[src/rtl/seg7_pkg.sv]
// seg7_pkg: shared segment patterns, decoded codes and scan FSM states
package seg7_pkg;
    localparam logic [6:0] SEG_0     = 7'b0000001;
    localparam logic [6:0] SEG_1     = 7'b1001111;
    localparam logic [6:0] SEG_2     = 7'b0010010;
    localparam logic [6:0] SEG_3     = 7'b0000110;
    localparam logic [6:0] SEG_4     = 7'b1001100;
    localparam logic [6:0] SEG_5     = 7'b0100100;
    localparam logic [6:0] SEG_6     = 7'b0100000;
    localparam logic [6:0] SEG_7     = 7'b0001101;
    localparam logic [6:0] SEG_8     = 7'b0000000;
    localparam logic [6:0] SEG_9     = 7'b0000100;
    localparam logic [6:0] SEG_E     = 7'b0110000;
    localparam logic [6:0] SEG_BLANK = 7'b1111111;
    localparam logic [3:0] CODE_E     = 4'hE;
    localparam logic [3:0] CODE_BLANK = 4'hF;
    typedef enum logic [1:0] {IDLE, SETTLE, SAMPLE, HOLD} state_t;
endpackage

[src/rtl/seg7_pattern_decode.sv]
// seg7_pattern_decode: active-low {A..G,Dp} pattern to {code, dp, err}
module seg7_pattern_decode
    import seg7_pkg::*;
(
    input  logic [7:0] seg,
    output logic [3:0] code,
    output logic       dp,
    output logic       err
);
    // Unknown patterns read as blank so the stability logic still sees a value
    always_comb begin
        err = 1'b0;
        dp = ~seg[0];
        case (seg[7:1])
            SEG_0:     code = 4'h0;
            SEG_1:     code = 4'h1;
            SEG_2:     code = 4'h2;
            SEG_3:     code = 4'h3;
            SEG_4:     code = 4'h4;
            SEG_5:     code = 4'h5;
            SEG_6:     code = 4'h6;
            SEG_7:     code = 4'h7;
            SEG_8:     code = 4'h8;
            SEG_9:     code = 4'h9;
            SEG_E:     code = CODE_E;
            SEG_BLANK: code = CODE_BLANK;
            default: begin
                code = CODE_BLANK;
                err = 1'b1;
            end
        endcase
    end
endmodule

[src/rtl/seg7_scan_decoder.sv]
// seg7_scan_decoder: recovers per-digit codes from a multiplexed 7-segment bus
module seg7_scan_decoder
    import seg7_pkg::*;
#(
    parameter int SETTLE_CYC  = 4,
    parameter int STABLE_CNT  = 3,
    parameter int TIMEOUT_CYC = 6000000
) (
    input  logic        CLK,
    input  logic        RESET,
    input  logic [7:0]  SEG_IN,
    input  logic [3:0]  SA_IN,
    input  logic        CLR_ERR,
    output logic [15:0] DIGITS,
    output logic [3:0]  DP_OUT,
    output logic        UPDATE,
    output logic        PAT_ERR,
    output logic        SA_ERR,
    output logic        ACTIVE
);
    localparam int SW = $clog2(SETTLE_CYC + 1);
    localparam int TW = $clog2(TIMEOUT_CYC);
    logic [7:0] seg_m, seg_s;
    logic [3:0] sa_m, sa_s, sa_held;
    state_t state;
    logic [SW-1:0] settle_cnt;
    logic [TW-1:0] to_cnt;
    logic [4:0] cand [4];
    logic [3:0] match [4];
    logic [3:0] dec_code, next_match;
    logic dec_dp, dec_err, sa_one, sa_multi, idle_eval, reload, do_upd;
    logic [1:0] n;
    logic [4:0] smp;

    seg7_pattern_decode u_dec (
        .seg  (seg_s),
        .code (dec_code),
        .dp   (dec_dp),
        .err  (dec_err)
    );

    // Two-flop synchronisers; idle (all high) out of reset
    always_ff @(posedge CLK or negedge RESET) begin
        if (!RESET) begin
            seg_m <= '1;
            seg_s <= '1;
            sa_m <= '1;
            sa_s <= '1;
        end else begin
            seg_m <= SEG_IN;
            seg_s <= seg_m;
            sa_m <= SA_IN;
            sa_s <= sa_m;
        end
    end

    // Anode classification, selected digit and stability decision for the sample
    always_comb begin
        sa_one = $onehot(~sa_s);
        sa_multi = !sa_one && sa_s != 4'hF;
        idle_eval = state == IDLE || (state == HOLD && sa_s != sa_held);
        reload = idle_eval || (state == SETTLE && sa_s != sa_held);
        n = !sa_held[0] ? 2'd0 : !sa_held[1] ? 2'd1 : !sa_held[2] ? 2'd2 : 2'd3;
        smp = {dec_code, dec_dp};
        next_match = smp != cand[n] ? 4'd1 : match[n] == 4'(STABLE_CNT) ? match[n] : match[n] + 4'd1;
        do_upd = next_match == 4'(STABLE_CNT) && smp != {DIGITS[{n, 2'b00} +: 4], DP_OUT[n]};
    end

    // Scan FSM with per-digit candidate/match tracking and sticky error flags
    always_ff @(posedge CLK or negedge RESET) begin
        if (!RESET) begin
            state <= IDLE;
            sa_held <= '1;
            settle_cnt <= '0;
            DIGITS <= 16'hFFFF;
            DP_OUT <= '0;
            UPDATE <= 1'b0;
            PAT_ERR <= 1'b0;
            SA_ERR <= 1'b0;
            for (int i = 0; i < 4; i++) begin
                cand[i] <= {CODE_BLANK, 1'b0};
                match[i] <= '0;
            end
        end else begin
            UPDATE <= 1'b0;
            PAT_ERR <= (state == SAMPLE && dec_err) || (PAT_ERR && !CLR_ERR);
            SA_ERR <= (idle_eval && sa_multi) || (SA_ERR && !CLR_ERR);
            if (reload) begin
                state <= sa_one ? SETTLE : IDLE;
                sa_held <= sa_s;
                settle_cnt <= SW'(1);
            end else if (state == SETTLE) begin
                if (settle_cnt == SW'(SETTLE_CYC - 1))
                    state <= SAMPLE;
                else
                    settle_cnt <= settle_cnt + SW'(1);
            end else if (state == SAMPLE) begin
                state <= HOLD;
                cand[n] <= smp;
                match[n] <= next_match;
                if (do_upd) begin
                    DIGITS[{n, 2'b00} +: 4] <= smp[4:1];
                    DP_OUT[n] <= smp[0];
                    UPDATE <= 1'b1;
                end
            end
        end
    end

    // Activity timeout: restarted by every sample, holds at its terminal count
    always_ff @(posedge CLK or negedge RESET) begin
        if (!RESET) begin
            to_cnt <= '0;
            ACTIVE <= 1'b0;
        end else if (state == SAMPLE) begin
            to_cnt <= '0;
            ACTIVE <= 1'b1;
        end else if (to_cnt == TW'(TIMEOUT_CYC - 1))
            ACTIVE <= 1'b0;
        else
            to_cnt <= to_cnt + TW'(1);
    end
endmodule

[config.mk]
export PLATFORM = sky130hd
export DESIGN_NAME = seg7_scan_decoder
export DESIGN_NICKNAME = d
export VERILOG_FILES = /design/src/rtl/seg7_pkg.sv /design/src/rtl/seg7_pattern_decode.sv /design/src/rtl/seg7_scan_decoder.sv
export SDC_FILE = /design/constraint.sdc
export NUM_CORES = 1
export LEC_CHECK = 0
export CAP_MARGIN = 15
export CELL_PAD_IN_SITES_DETAIL_PLACEMENT = 1
export CELL_PAD_IN_SITES_GLOBAL_PLACEMENT = 1
export CORE_MARGIN = 1.5
export CORE_UTILIZATION = 40
export CTS_CLUSTER_SIZE = 40
export DETAILED_ROUTE_END_ITERATION = 8
export PLACE_DENSITY = 0.68
export SYNTH_ARGS = -nofsm -noshare
export SYNTH_HDL_FRONTEND = slang
export SYNTH_SLANG_ARGS = --single-unit
[constraint.sdc]
create_clock -name CLK -period 9.4 [get_ports CLK]
set_input_delay 1.41 -clock CLK [delete_from_list [all_inputs] [get_ports CLK]]
set_output_delay 1.41 -clock CLK [all_outputs]
set_load 0.02 [all_outputs]
==> run_results.csv, run 1 <==
group,metric,value,unit
outcome,status,"complete, no violations",
global_route,grt_overflow,0,
global_route,grt_usage,21.2,%
logic_synthesis,synth_compound_area_share,10.3,%
finish,areaGrowthSynthToFinish,17.8,%
placement,gp_congestion,0.815,
detailed_routing,drt_iter0_drc,179,
worst_setup_path,reg2reg_from,"sa_held[2]",
power,cell_internal_pwr,1.09,mW
clock_network,cts_resized,0,
finish,design_area,0.00687,mm²
clock_network,h-tree-depth,4,
die,fp.dieW,124,µm
power,clkPwrFrac,41.4,%
sta,slew_headroom,43.4,%
sta,finalCritPeriodShare,39.4,%
logic_synthesis,synth_top_family_by_area,"simple AND/OR/NAND/NOR gates",
logic_synthesis,syn_area_per_cell,10.8,µm²
finish,multi_input_area,0.00265,mm²
logic_synthesis,synth_common_cells,"60 x dfstp_2, 56 x dfrtp_1, 54 x nand2_1, 51 x nor2_1, 47 x o21ai_0",
logic_synthesis,synth_enable_flop_cells,0,
clock_network,clockRootBuffer,"clkbuf_16",
logic_synthesis,synth.cell_area,0.00583,mm²
finish,n_fill_cell,1504,
logic_synthesis,ys_seq_area_share,51.1,%
sta,fin_ws,5.69,ns
global_route,grt_antenna_before_repair,0,
clock_network,clock_path_buffers,2,
worst_setup_path,criticalPathCategory,"flop to flop",
worst_setup_path,cp_max_fo,17,
clock_network,clk_pin_slew,0.06,ns
clock_network,cts_tree,"built",
min_path,hold_start,"sa_m[2]",
sta,setup_tns,0,ns
detailed_routing,viasPerCell,5.41,
power,seqPwrFrac,42.7,%
logic_synthesis,synth_top_area_share,27.0,%
logic_synthesis,synth.area.top_cells,"dfstp_2 27%, dfrtp_1 24%, mux2_2 4.2%",
flow_run,cap_violations,0,
sta,min_period,3.71,ns
power,ir_drop,0.151,mV
sta,rsz0062_at_grt,"no",
clock_network,clk_latency,0.42,ns
die,die_area,0.0153,mm²
power,switching_share,28.7,%
worst_setup_path,cp_data_arrival_time,4.05,ns
clock_network,cts.sinks,116,
worst_setup_path,crit_path_end_kind,"flop",
global_route,grt_pass1_wl,24600,µm
logic_synthesis,synthXorXnorAreaFrac,6.33,%
power,power_density,223,mW/mm²
sta,timing.fmax,270,MHz
logic_synthesis,ys_types,62,
detailed_routing,drc,0,
logic_synthesis,postSynthCellCount,541,
detailed_routing,drtAntennaViolNets,0,
logic_synthesis,synth-simple-area-share,17.9,%
finish,nets,605,
logic_synthesis,synth-seq-cells,116,
logic_synthesis,yosysMostFrequentCell,"dfstp_2",
die,core_area,0.0140,mm²
logic_synthesis,muxShareOfSynthArea,7.68,%
sta,hold_viol,0,
worst_setup_path,start_kind,"flop",
logic_synthesis,synth_flop_cell,"dfstp_2",
die,ios,39,
logic_synthesis,synth_nets,570,
clock_network,holdBufCountCts,0,
global_route,grt_max_degree,68,
logic_synthesis,async_reset_ff_share,100,%
die,initial_core_util,41.5,%
detailed_routing,wl_per_cell,19.0,µm
detailed_routing,drt-pass1-iter-count,6,
global_route,grt_pass1_vias,4666,
finish,antennaDiodeCount,0,
placement,placed_cell_area,0.00630,mm²
detailed_routing,num_vias,4157,
min_path,hp-class,"flop to flop",
sta,drv_slew,0,
finish,drive_above_1_share,23.6,%
clock_network,post-cts-setup-buffers,0,
power,switchingPower,0.441,mW
power,power.leakage,2.84,nW
worst_setup_path,worstSetupStartpoint,"sa_held[2]",
placement,dp_hpwl,9610,µm
power,p_comb_share,15.9,%
clock_network,numCtsBuffers,17,
worst_setup_path,required,9.74,ns
finish,utilization,48.9,%
placement,dp_slack,5.73,ns
die,die_h,124,µm
finish,regArea,0.00298,mm²
sta,fin_worst_skew,0.00839,ns
sta,setup_viol,0,
logic_synthesis,yosysTopAreaCell,"dfstp_2",
die,rows,43,
logic_synthesis,synthAdderAreaFrac,3.13,%
logic_synthesis,synth-warning-count,0,
detailed_routing,routed_wirelength,14600,µm
sta,worst_slew_pin_slew,0.849,ns
placement,port_buffers,38,
cell families (layout without fill, tap and decap cells):
kind of cell	count (synthesis)	count (layout)
AND/OR/NAND/NOR	193	193
flip-flops	116	116
AO/OA/AOI/OAI	98	98
multiplexers	42	42
XOR/XNOR	40	40
buffers and inverters	38	86
adder cells (fa/ha/maj)	14	14
sequential cells by signal, summed over array words and instances (netlist names), 8 cells and up:
name	flops
cand	20
match	16
to_cnt	23
seg_m	8
seg_s	8
DIGITS	16
through the flow:
stage | hold slack, ns | cells | total power [mW]
finish | 0.351 | 769 | 1.53
floorplan | 0.345 | 541 | 0.822
detailed placement | 0.347 | 737 | 0.904
global route | 0.358 | 769 | 1.62
global placement | 0.346 | 737 | 0.884
CTS | 0.354 | 769 | 1.55
cell usage in the layout, fill, tap and decap left out, types with 4 or more instances in the layout:
cell type         n
a211oi_1         10
a21o_1            4
a21oi_1          24
clkbuf_16        17
clkdlybuf4s50_1  37
dfrtp_1          56
dfstp_2          60
ha_1             13
inv_1            14
mux2_2           22
mux2i_1          20
nand2_1          54
nand2b_1          4
nand3_1          26
nand4_1           5
nor2_1           51
nor3_1            9
nor4_1            8
nor4_4            4
o21ai_0          47
xnor2_1          15
xor2_1           24
critical path: stages (launching register included):
cell and delay, ns:
dfstp_2 0.88, mux2i_1 0.28, a21oi_1 0.09, a2111oi_0 0.53, nand2_1 0.18, mux2_2 0.26
nand4_2 0.40, nor4_4 0.59, mux2_2 0.40
layout make-up:
class	instances	share of cell area (%)
flip-flops and latches	116	43.3
multi-input cells	387	38.6
clock buffers	20	6.50
repair buffers	40	5.72
well taps	180	3.28
clock inverters	12	1.84
inverters	14	0.765
final timing paths:
kind / depth (start not counted) / slack, ns / end
max reg2reg: 8 / 5.69 / DIGITS[15]
max: 8 / 5.69 / DIGITS[15]
min: 0 / 0.35 / sa_s[2]
min in group asynchronous: 1 / 1.00 / SA_ERR
max in group asynchronous: 2 / 7.12 / DP_OUT[2]
min reg2reg: 0 / 0.35 / sa_s[2]
power groups by stage:
stage	clock network [mW]	logic (mW)	registers (mW)
after floorplan	0	0.182	0.640
after global placement	0	0.227	0.657
after detailed placement	0	0.243	0.661
after CTS	0.647	0.249	0.655
after global routing	0.672	0.278	0.665
final	0.636	0.244	0.654
metal layers:
layer | wire (µm) | global-route usage [%]
met2 | 7680 | 37.2
met4 | 179 | 5.89
met1 | 6300 | 25.7
met5 | 0 | 0
met3 | 430 | 5.36
Power figures use the tool's default switching activity.
==> run 2, diff against run 1 <==
Settings changed: PLACE_DENSITY 0.68 to 0.71.
Clock period 9.4 ns to 3.4 ns, I/O delays scaled along.
==> run 2 against run 1 <==
Net effect:
- clock-buffer cell count decreased by 1
- critical endpoint is now DIGITS[12]
- utilization grew 1.5 points
- sequential cell count stayed put
- global-route usage decreased by 0.83 points
- design area grew 3.1%
- worst hold slack got worse by 0.19 ns
- highest routed layer unchanged
- clock skew rose by 0.00072 ns
- critical path depth increased by 1
- routed wire length down 1.7%
- first-iteration DRC count shrank 19%
- largest cell class unchanged
==> run_results.csv, run 2 (synthesis gave the netlist of run 1 again) <==
group,metric,value,unit
outcome,status,"complete, no violations",
global_route,grt_antenna_before_repair,0,
clock_network,clock_path_buffers,2,
worst_setup_path,criticalPathCategory,"flop to flop",
power,power_density,608,mW/mm²
worst_setup_path,reg2reg_depth,9,
detailed_routing,num_vias,4280,
sta,min_period,3.19,ns
global_route,grt_usage,20.3,%
clock_network,cts_tree,"built",
sta,hold_viol,0,
detailed_routing,routed_wirelength,14300,µm
die,die_area,0.0153,mm²
detailed_routing,drc,0,
finish,instances_no_fill,792,
finish,mostFrequentLayoutCells,"60 x dfstp_2, 56 x dfrtp_1, 54 x nand2_1",
worst_setup_path,required,3.74,ns
finish,top_register,"to_cnt",
power,ir_drop,0.407,mV
die,ios,39,
sta,fin_worst_skew,0.00911,ns
power,cell_internal_pwr,3.04,mW
power,p_comb_share,16.6,%
clock_network,holdBufCountCts,0,
power,clkPwrFrac,41.7,%
placement,dp_hpwl,9760,µm
sta,worst_slew_pin_slew,0.813,ns
finish,design_area,0.00709,mm²
sta,rsz0062_at_grt,"no",
die,fp.dieW,124,µm
sta,drv_slew,0,
placement,placed_cell_area,0.00648,mm²
finish,antennaDiodeCount,0,
worst_setup_path,start_kind,"flop",
clock_network,post-cts-setup-buffers,0,
finish,drive_above_1_share,26.8,%
global_route,grt_pass1_vias,4521,
finish,reg_top3,"to_cnt (23), cand (20)",
placement,port_buffers,38,
worst_setup_path,reg2reg_from,"seg_s[6]",
finish,nets,628,
worst_setup_path,cp_data_arrival_time,3.54,ns
die,rows,43,
worst_setup_path,r2r_end,"DIGITS[12]",
clock_network,clk_latency,0.42,ns
detailed_routing,drt_iter0_drc,145,
sta,setup_viol,0,
flow_run,cap_violations,0,
global_route,grt_pass1_wl,23400,µm
detailed_routing,drt-pass1-iter-count,4,
clock_network,cts.sinks,116,
die,core_area,0.0140,mm²
sta,finalCritPeriodShare,93.8,%
die,die_h,124,µm
detailed_routing,drtAntennaViolNets,0,
placement,gp_congestion,0.777,
global_route,grt_overflow,0,
detailed_routing,wl_per_cell,18.1,µm
finish,final_common_cell,"dfstp_2",
sta,setup_tns,0,ns
global_route,grt_max_degree,62,
clock_network,numCtsBuffers,17,
clock_network,clockRootBuffer,"clkbuf_16",
power,seqPwrFrac,41.7,%
power,switchingPower,1.27,mW
finish,areaGrowthSynthToFinish,21.5,%
clock_network,cts_resized,0,
worst_setup_path,crit_path_end_kind,"flop",
clock_network,clk_pin_slew,0.06,ns
clock_network,h-tree-depth,4,
detailed_routing,viasPerCell,5.40,
sta,timing.fmax,313,MHz
finish,largest_register_ffs,23,
min_path,hp-class,"primary input to asynchronous set/reset pin",
worst_setup_path,cp_max_fo,11,
worst_setup_path,rrSetupSlack,0.21,ns
finish,utilization,50.5,%
power,power.leakage,2.97,nW
power,switching_share,29.6,%
sta,slew_headroom,45.8,%
die,initial_core_util,41.5,%
placement,dp_cells,760,
-- run 2: cell count changes in the layout (fill, tap and decap cells not counted), moves of 2 or more --
cell      delta
inv_4        -3
clkinv_2     -3
clkinv_4     +5
inv_6        +3
clkbuf_1     -2
buf_4       +22
-- run 2: critical path: stages (launching register included) --
cell	delay (ns)
dfstp_2	0.66
or4b_1	0.49
o21ai_2	0.10
and2_1	0.19
o31a_1	0.26
buf_4	0.22
xor2_1	0.24
nor3_4	0.12
nor4_4	0.45
mux2_2	0.39
-- run 2: stage by stage --
stage / power (mW) / setup WS (ns) / hold WS (ns)
after floorplan: 2.27 / 0.354 / 0.214
after global placement: 2.49 / 0.346 / 0.347
after detailed placement: 2.53 / 0.238 / 0.347
after CTS: 4.36 / 0.188 / 0.185
after global routing: 4.53 / 0.0330 / 0.224
final: 4.31 / 0.209 / 0.161
-- run 2: cell type report --
cell class	instances	area [µm²]
well taps	180	225
flip-flops and latches	116	2980
multi-input cells	387	2650
clock buffers	19	464
inverters	14	52.6
repair buffers	63	578
fillers	1523	6960
clock inverters	13	136
-- run 2: worst max path at each step --
| stage | cells after the start | startpoint | slack [ns] | to |
|---|---|---|---|---|
| final | 9 | seg_s[6] | 0.21 | DIGITS[12] |
| after global routing | 10 | seg_s[6] | 0.03 | DP_OUT[3] |
| after CTS | 9 | seg_s[6] | 0.19 | DIGITS[12] |
| after detailed placement | 9 | seg_s[6] | 0.24 | DIGITS[13] |
| after global placement | 9 | seg_s[6] | 0.35 | DIGITS[15] |
| after floorplan | 10 | seg_s[2] | 0.35 | DIGITS[0] |
-- run 2: per-layer routing --
layer | share of wire (%) | track usage [%] | up-vias
li1 | - | - | 2017
met2 | 51 | 34.7 | 62
met5 | 0 | 0 | -
met4 | 2.0 | 8.19 | 0
met1 | 45 | 24.7 | 2175
met3 | 2.6 | 4.95 | 26
-- run 2: power groups by stage --
| stage | combinational, mW | clock, mW | sequential [mW] |
|---|---|---|---|
| after floorplan | 0.503 | 0 | 1.77 |
| after global placement | 0.679 | 0 | 1.81 |
| after detailed placement | 0.718 | 0 | 1.81 |
| after CTS | 0.728 | 1.84 | 1.80 |
| after global routing | 0.810 | 1.89 | 1.82 |
| final | 0.716 | 1.80 | 1.80 |
